<file path="config.mk">
export PLATFORM = sky130hd
export DESIGN_NAME = preadd_mult_sched
export DESIGN_NICKNAME = d
export VERILOG_FILES = /design/src/rtl/preadd_mult_sched.sv
export SDC_FILE = /design/constraint.sdc
export NUM_CORES = 1
export LEC_CHECK = 0
export ABC_AREA = 1
export CORE_AREA = 2 2 132 134
export CTS_CLUSTER_DIAMETER = 80
export DETAILED_ROUTE_END_ITERATION = 6
export DIE_AREA = 0 0 134 136
export DONT_BUFFER_PORTS = 1
export GPL_ROUTABILITY_DRIVEN = 0
export PLACE_DENSITY_LB_ADDON = 0.3
export SLEW_MARGIN = 25
export SYNTH_ARGS = -nofsm -noshare
export SYNTH_HDL_FRONTEND = slang
export SYNTH_SLANG_ARGS = --single-unit
</file>
<file path="constraint.sdc">
create_clock -name clk -period 2.6 [get_ports clk]
set_input_delay 0.52 -clock clk [delete_from_list [all_inputs] [get_ports clk]]
set_output_delay 0.52 -clock clk [all_outputs]
set_load 0.02 [all_outputs]
</file>
<file path="src/rtl/preadd_mult_sched.sv">
// -----------------------------------------------------------------------------
// preadd_mult_sched
//
// Purpose:
//   Round-robin scheduler that feeds a shared external pre-adder multiplier
//   ((a +/- d) * b) from NREQ requesters. It travels a {valid, id} tag through
//   a LAT-deep shift register alongside the multiplier pipeline, so each
//   product leaves with the id of the requester that issued it. A stalled
//   output (res_valid && !res_ready) freezes the multiplier and the tags.
//
// Configuration:
//   PREADD_SCHED_PRIO0_EN - when defined, requester 0 wins whenever it is
//                           valid. The other requesters share round-robin
//                           among themselves. When undefined, all requesters
//                           are pure round-robin.
//
// Ports:
//   clk, rst_n       rising-edge clock, synchronous active-low reset
//   req_valid/ready  per-requester request and one-hot (or zero) grant
//   req_subadd       per-requester op select (1 = a-d, 0 = a+d)
//   req_a/d/b        packed signed operands; requester i at [i*W +: W]
//   m_rst, m_ce      multiplier reset and clock enable
//   m_subadd, m_ain, m_din, m_bin
//                    operands of the granted requester (zero with no grant)
//   m_pout           multiplier product
//   res_valid/ready  result handshake
//   res_data, res_id product and owning requester
//   in_flight        number of valid tags in the pipeline
// -----------------------------------------------------------------------------
module preadd_mult_sched #(
    parameter int NREQ = 4,
    parameter int AW   = 16,
    parameter int BW   = 18,
    parameter int MW   = AW + 1 + BW,
    parameter int LAT  = 4,
    parameter int IW   = $clog2(NREQ)
) (
    input  logic                 clk,
    input  logic                 rst_n,
    input  logic [NREQ-1:0]      req_valid,
    output logic [NREQ-1:0]      req_ready,
    input  logic [NREQ-1:0]      req_subadd,
    input  logic [NREQ*AW-1:0]   req_a,
    input  logic [NREQ*AW-1:0]   req_d,
    input  logic [NREQ*BW-1:0]   req_b,
    output logic                 m_rst,
    output logic                 m_ce,
    output logic                 m_subadd,
    output logic [AW-1:0]        m_ain,
    output logic [AW-1:0]        m_din,
    output logic [BW-1:0]        m_bin,
    input  logic [MW-1:0]        m_pout,
    output logic                 res_valid,
    input  logic                 res_ready,
    output logic [MW-1:0]        res_data,
    output logic [IW-1:0]        res_id,
    output logic [2:0]           in_flight
);

`ifdef PREADD_SCHED_PRIO0_EN
    localparam bit Prio0En = 1'b1;
`else
    localparam bit Prio0En = 1'b0;
`endif

    logic [IW-1:0]          lastGrant_q;
    logic [IW-1:0]          lastGrant_d;
    logic [LAT-1:0]         tagValid_q;
    logic [LAT-1:0][IW-1:0] tagId_q;
    logic                   grantAny;
    logic [IW-1:0]          grantId;
    logic [2:0]             flightCount;
    int                     rrCand;

    // The multiplier is an external pipeline with no enable of its own
    // beyond m_ce. Freezing it on an output stall keeps the product and the
    // tag at the last stage aligned and holding.
    assign m_rst     = !rst_n;
    assign res_valid = rst_n && tagValid_q[LAT-1];
    assign res_id    = tagId_q[LAT-1];
    assign res_data  = m_pout;
    assign m_ce      = !(res_valid && !res_ready);

    // Arbitration. The search begins one past the previous winner, so each
    // requester gets at most one grant per full rotation. In priority mode
    // requester 0 short-circuits the search. It is also skipped by the
    // rotating search, so the others keep their own fairness order.
    always_comb begin
        grantAny    = 1'b0;
        grantId     = '0;
        rrCand      = 0;
        lastGrant_d = lastGrant_q;
        if (rst_n && m_ce && (|req_valid)) begin
            if (Prio0En && req_valid[0]) begin
                grantAny = 1'b1;
                grantId  = '0;
            end else begin
                for (int off = 1; off <= NREQ; off++) begin
                    rrCand = (int'(lastGrant_q) + off) % NREQ;
                    if (!grantAny && req_valid[rrCand] && !(Prio0En && rrCand == 0)) begin
                        grantAny = 1'b1;
                        grantId  = IW'(rrCand);
                    end
                end
            end
        end
        // A priority win by requester 0 must not disturb the rotation of
        // the others, so it leaves the pointer alone.
        if (grantAny && !(Prio0En && grantId == '0)) begin
            lastGrant_d = grantId;
        end
    end

    // Grant vector and operand muxes. With no grant the multiplier sees
    // zeros, so an idle bubble carries no stale requester data.
    always_comb begin
        req_ready = '0;
        m_subadd  = 1'b0;
        m_ain     = '0;
        m_din     = '0;
        m_bin     = '0;
        if (grantAny) begin
            req_ready = NREQ'(1) << grantId;
            m_subadd  = req_subadd[grantId];
            m_ain     = req_a[int'(grantId)*AW +: AW];
            m_din     = req_d[int'(grantId)*AW +: AW];
            m_bin     = req_b[int'(grantId)*BW +: BW];
        end
    end

    // Occupancy is the number of valid tags. It reads zero during reset so
    // the reset cycle already looks empty from outside.
    always_comb begin
        flightCount = 3'd0;
        for (int i = 0; i < LAT; i++) begin
            if (tagValid_q[i]) begin
                flightCount = flightCount + 3'd1;
            end
        end
        in_flight = rst_n ? flightCount : 3'd0;
    end

    // Tag pipeline and arbitration pointer. Reset drops every in-flight
    // tag, so products for pre-reset requests never surface. It also parks
    // the pointer on the last requester so requester 0 is served first.
    always_ff @(posedge clk) begin
        if (!rst_n) begin
            tagValid_q  <= '0;
            tagId_q     <= '0;
            lastGrant_q <= IW'(NREQ - 1);
        end else begin
            lastGrant_q <= lastGrant_d;
            if (m_ce) begin
                tagValid_q <= {tagValid_q[LAT-2:0], grantAny};
                tagId_q    <= {tagId_q[LAT-2:0], grantId};
            end
        end
    end

endmodule

</file>
# After elaboration in Yosys (flattened, before gate mapping)
# Cells that the tools add are included.
# totals
out_inout_bits,98
regBits,14
word_cells,82
# op_classes
muxes,37
n_reduce_logical,18
n_addsub,7
multipliers,1
bitwise_logic,4
order_cmp,5
shifts,4
# op_table
cell,n
variable part select 64 x 7 -> 16 bit,2
variable part select 72 x 8 -> 18 bit,1
two-way mux 16 bit,2
two-way mux 1 bit,19
two-way mux 18 bit,1
less-than comparator 3 x 4 -> 1 bit (second input constant),4
two-way mux 3 bit,4
binary-select mux 1 bit (select 2 bit),5
two-way mux 2 bit,5
adder 3 x 1 -> 3 bit (second input constant),3
OR reduction 2 bit,4
logical AND 1 bit,7
zero test 1 bit,6
multiplier 2 x 4 -> 6 bit (second input constant),1
adder 2 x 1 -> 2 bit (second input constant),2
adder 2 bit (second input constant),2
bitwise AND 1 bit (first input constant),4
two-way mux 4 bit,1
OR reduction 4 bit,1
left shift 1 x 2 -> 4 bit (first input constant),1
less-than comparator 2 x 3 -> 1 bit (second input constant),1

# Longest topological paths before layout
# depth
word_depth,23
depth_mapped,17

# Least setup slack after synthesis
# OpenSTA, ideal clock, no wires.
# synth_path
kind,input-to-output
from,input port rst_n
to,output port m_ain[1]
t_arrival_ns,2.203
n_path_buf,3
setup_slack_ns,-0.123
t_required_ns,2.080
stages,13
cell_sequence,buf_2 > nand2_1 > inv_2 > nand2_2 > nand2_2 > a41oi_4 > o21ai_1 > inv_1 > nand2_1 > buf_2 > buf_2 > nand3_1 > a21oi_1
# synth_between
elab_chain_len,8
word_cells_on_any_way,9
# synth_rtl
item,line,source
from (decl),39,"input logic rst_n,"
logical AND 1 bit (*),79,assign res_valid = rst_n && tagValid_q[LAT-1];
net res_valid,53,"output logic res_valid,"
logical AND 1 bit (*),82,assign m_ce = !(res_valid && !res_ready);
zero test 1 bit (*),82,
logical AND 1 bit (*) (2 in a row),93,if (rst_n && m_ce && (|req_valid)) begin
two-way mux 2 bit,93,
variable part select 64 x 7 -> 16 bit,125,m_ain = req_a[int'(grantId)*AW +: AW];
two-way mux 16 bit (*),122,if (grantAny) begin
to (decl),49,"output logic [AW-1:0] m_ain,"
# The timed path passes the listed nets; every way through them passes the cells marked *.

# Worst setup path in the final report
# layout_path
from,register lastGrant_q[0]
to,output port m_din[15]
# layout_between
elab_chain_len,20
word_cells_on_any_way,37
# layout_rtl
item,line,source
from (decl),66,logic [IW-1:0] lastGrant_q;
from (signal assigned),150,lastGrant_q <= IW'(NREQ - 1);
from (signal assigned),152,lastGrant_q <= lastGrant_d;
adder 2 x 1 -> 2 bit,99,rrCand = (int'(lastGrant_q) + off) % NREQ;
binary-select mux 1 bit (select 2 bit),100,if (!grantAny && req_valid[rrCand] && !(Prio0En && rrCand == 0)) begin
two-way mux 1 bit (not written as such) (2 in a row),100,
two-way mux 1 bit,100,
two-way mux 1 bit,93,
zero test 1 bit,100,
logical AND 1 bit,100,
two-way mux 1 bit,100,
[... 3 more ...],n/a,
two-way mux 1 bit,100,
two-way mux 1 bit,93,
zero test 1 bit,100,
logical AND 1 bit,100,
two-way mux 2 bit,100,
two-way mux 2 bit,93,
variable part select 64 x 7 -> 16 bit,126,m_din = req_d[int'(grantId)*AW +: AW];
two-way mux 16 bit (*),122,
to (decl),50,"output logic [AW-1:0] m_din,"
# Mark *: on every way between the ends. The rest lies on a longest branch, timed or not. The select of a mux whose other input is x is not followed.

==> results.sh <==
export IMPL_first_pass_iters=4
export IMPL_clk_pin_slew_worst_paths_ps=40
export IMPL_numPlacedInstances=879
export IMPL_finish_instance_area_mm2=0.00561
export IMPL_fraction_of_synthesized_cell_area_taken_by_the_top_area_cell_type_pct=17.1
export IMPL_antenna_found_initial=1
export IMPL_crit_reg2reg_launch="lastGrant_q[0]$_SDFFE_PN1P_"
export IMPL_clock_sinks=14
export IMPL_grt_pass1_vias=4134
export IMPL_violations_in_the_final_reports="setup timing"
export IMPL_fmaxAchievable_mhz=353
export IMPL_max_cap_violations=0
export IMPL_finalNonFillerCells=910
export IMPL_globalRouteMet2Util_pct=29.7
export IMPL_layout_nets=936
export IMPL_vias=4332
export IMPL_drive_gt1_share_pct=40.0
export IMPL_most_common_layout_cells="inv_1, nand2_1, nand3_1"
export IMPL_setup_worst_path_end="m_din[15]"
export IMPL_hold_ws_ps=382
export IMPL_synth_seq_cells=14
export IMPL_avgSynthCellArea_um2=5.16
export IMPL_route_antenna_remaining_nets=0
export IMPL_critPathArrivalTime_ps=2310
export IMPL_totalNegativeSetupSlack_ps=-8840
export IMPL_path_class="flop to output pin"
export IMPL_grt_pass1_wl_um=20900
export IMPL_groute_usage_overall_pct=14.3
export IMPL_gr_overflow_total=0
export IMPL_synthArstFlopShare_pct=0
export IMPL_coreArea_mm2=0.0169
export IMPL_cts_buffers=3
export IMPL_count_of_flip_flops_with_a_built_in_enable_after_synthesis=0
export IMPL_powerDensity_mw_per_mm2=564
export IMPL_critical_path_reg2reg_endpoint="lastGrant_q[1]$_SDFFE_PN1P_"
export IMPL_die_area_mm2=0.0182
export IMPL_detail_route_iter0_violations=132
export IMPL_clock_root_buffer_master="clkbuf_16"
export IMPL_worst_hold_path_type="input pin to flop"
export IMPL_timing_critical_path_fanout_max=6
export IMPL_placement_cell_area_mm2=0.00410
export IMPL_pin_count_of_the_biggest_net_entering_global_routing=33
export IMPL_htree_levels=1
export IMPL_netlist_area_mm2=0.00348
export IMPL_worstHoldPathCells=1
export IMPL_hold_buffers=0
export IMPL_rows=48
export IMPL_synth_fp_nets=924
export IMPL_comb_power_share_pct=83.0
export IMPL_outcome="complete, but fails checks"
export IMPL_wl_per_cell_um=17.2
export IMPL_crit_path_end_kind="output pin"
export IMPL_dp_hpwl_um=11200
export IMPL_cts_tree="yes"
export IMPL_largest_clock_skew_in_the_final_design_ps=2.77
export IMPL_syn_to_final_growth_pct=60.9
export IMPL_postSynthCellCount=675
export IMPL_synth_warning_count=0
export IMPL_final_setup_viol_count=54
export IMPL_timing_final_ws_setup_ps=-234
export IMPL_synthTopCellsByArea="nand3_1, inv_1, nand2_1"
export IMPL_ys_dominant_reg_cell="dfxtp_1"
export IMPL_net_switching_power_mw=1.64
export IMPL_layout_cells_most_common="inv_1"
export IMPL_cell_internal_pwr_mw=1.52
export IMPL_die_height_um=136
export IMPL_port_buffers=0
export IMPL_global_route_usage_met3_pct=1.86
export IMPL_grt_busiest_layer="met2"
export IMPL_vdd_ir_drop_max_mv=0.263
export IMPL_finalHoldViolations=0
export IMPL_use_met1_pct=14.9
export IMPL_routed_via_density=4.76
export IMPL_critical_path_required_ps=2080
export IMPL_initial_core_util_pct=20.6
export IMPL_worst_skew_pair_late_latency_ps=240
export IMPL_cp_start_kind="flop"
export IMPL_post_route_period_util_pct=109
export IMPL_max_slew_margin_rel_pct=68.8
export IMPL_tightest_slew_ps=469
export IMPL_min_period_ps=2830
export IMPL_dp_slack_ps=-143
export IMPL_report_final_slew_viol_count=0
export IMPL_synth_sequential_area_ratio_pct=8.04
export IMPL_grt_setup_unrepaired="yes"
export IMPL_post_synth_num_cell_types=29
export IMPL_p_seq_share_pct=8.1
export IMPL_power_share_switching_pct=52.0
export IMPL_diodes=0
export IMPL_ios=344
export IMPL_yosysTopAreaCell="nand3_1"
export IMPL_p_leak_nw=2.73
export IMPL_fillerInstances=1822
export IMPL_clock_power_share_pct=8.9
export IMPL_drc_errors=0
export IMPL_timing_reg2reg_setup_slack_ps=640
export IMPL_worst_r2r_cell_count=13
export IMPL_cts_buffer_depth=2
export IMPL_cp_startpoint="lastGrant_q[0]$_SDFFE_PN1P_"
export IMPL_die_extent_in_x_um=134
export IMPL_drt_total_wl_um=15700
[per-layer routing]
layer	part of all wire [%]	wire, µm
met3	5.8	901
met1	37	5760
met4	1.9	302
met2	55	8690
met5	0.083	13
[kinds of logic after synthesis]
group	share of synthesized area, %
flops	8.04
buf+inv	31.1
compound gates	14.5
simple gates	45.0
fa+ha+maj	1.08
xor+xnor	0.251
[how the worst min path moves through the flow]
| stage | startpoint | slack (ps) | endpoint |
|---|---|---|---|
| 3_5_place_dp | tagId_q[1]$_SDFFE_PN0N_ | 460 | tagId_q[3]$_SDFFE_PN0N_ |
| 3_3_place_gp | tagId_q[5]$_SDFFE_PN0N_ | 450 | res_id[1]$_SDFFE_PN0N_ |
| 4_1_cts | rst_n | 380 | lastGrant_q[0]$_SDFFE_PN1P_ |
| 6_report | rst_n | 380 | lastGrant_q[1]$_SDFFE_PN1P_ |
| 5_1_grt | rst_n | 380 | lastGrant_q[1]$_SDFFE_PN1P_ |
| 2_1_floorplan | tagId_q[0]$_SDFFE_PN0N_ | 440 | tagId_q[2]$_SDFFE_PN0N_ |
[power groups by stage]
stage          combinational (mW)  clock [mW]  sequential, mW
2_1_floorplan                1.40           0           0.250
3_3_place_gp                 1.80           0           0.255
3_5_place_dp                 1.80           0           0.256
4_1_cts                      2.09       0.289           0.253
5_1_grt                      2.81       0.299           0.258
6_report                     2.62       0.282           0.256
[synth_stat cells, types with 3 or more instances]
master	count
or2_0	6
o21ai_1	23
a21oi_1	53
buf_4	40
nand3b_1	29
ha_1	3
o21ai_0	9
nand2_1	138
nand2_2	6
clkbuf_1	18
buf_2	17
inv_1	149
buf_6	3
dfxtp_1	14
or2_1	16
buf_1	4
nand3_1	119
inv_2	4
nor2_1	8
o22ai_1	5
[per-stage QoR]
step / power [mW] / util (%)
floorplan: 1.65 / -
global placement: 2.06 / 24.3
detailed placement: 2.06 / 24.3
CTS: 2.64 / 27.7
global route: 3.36 / 33.2
finish: 3.16 / 33.2
[critical path, stage by stage, from the launching register on]
cell and delay (ps):
dfxtp_4 400, buf_6 120, nand2_1 80, nand3_2 90
nand2_4 70, nor2_4 140, nand3_4 110, o21ai_1 150
inv_1 90, nand2_4 150, inv_8 70, nor2_4 100
buf_12 130, clkbuf_16 150, nand3_1 90, nand2_2 140
[flip-flops by register name (all words and copies together) (netlist names)]
name and count:
res_id 2, tagValid_q 4, lastGrant_q 2, tagId_q 6
[final cells by class]
class	instances	area, µm²	share of cell area [%]
multi-input combinational	426	3270	58.4
timing repair buffer	88	1100	19.6
inverter	154	593	10.6
sequential	14	285	5.09
tap	225	282	5.02
clock buffer	3	75.1	1.34
[what timing repair did]
action / CTS / global route
setup endpoints to repair: 55 / 55
gates resized for setup: 81 / 144
setup buffers: 8 / 8
pin swaps: 27 / 43
gates cloned: 4 / 9
endpoints found under the hold margin: 0 / 0
Power figures use the tool's default switching activity.
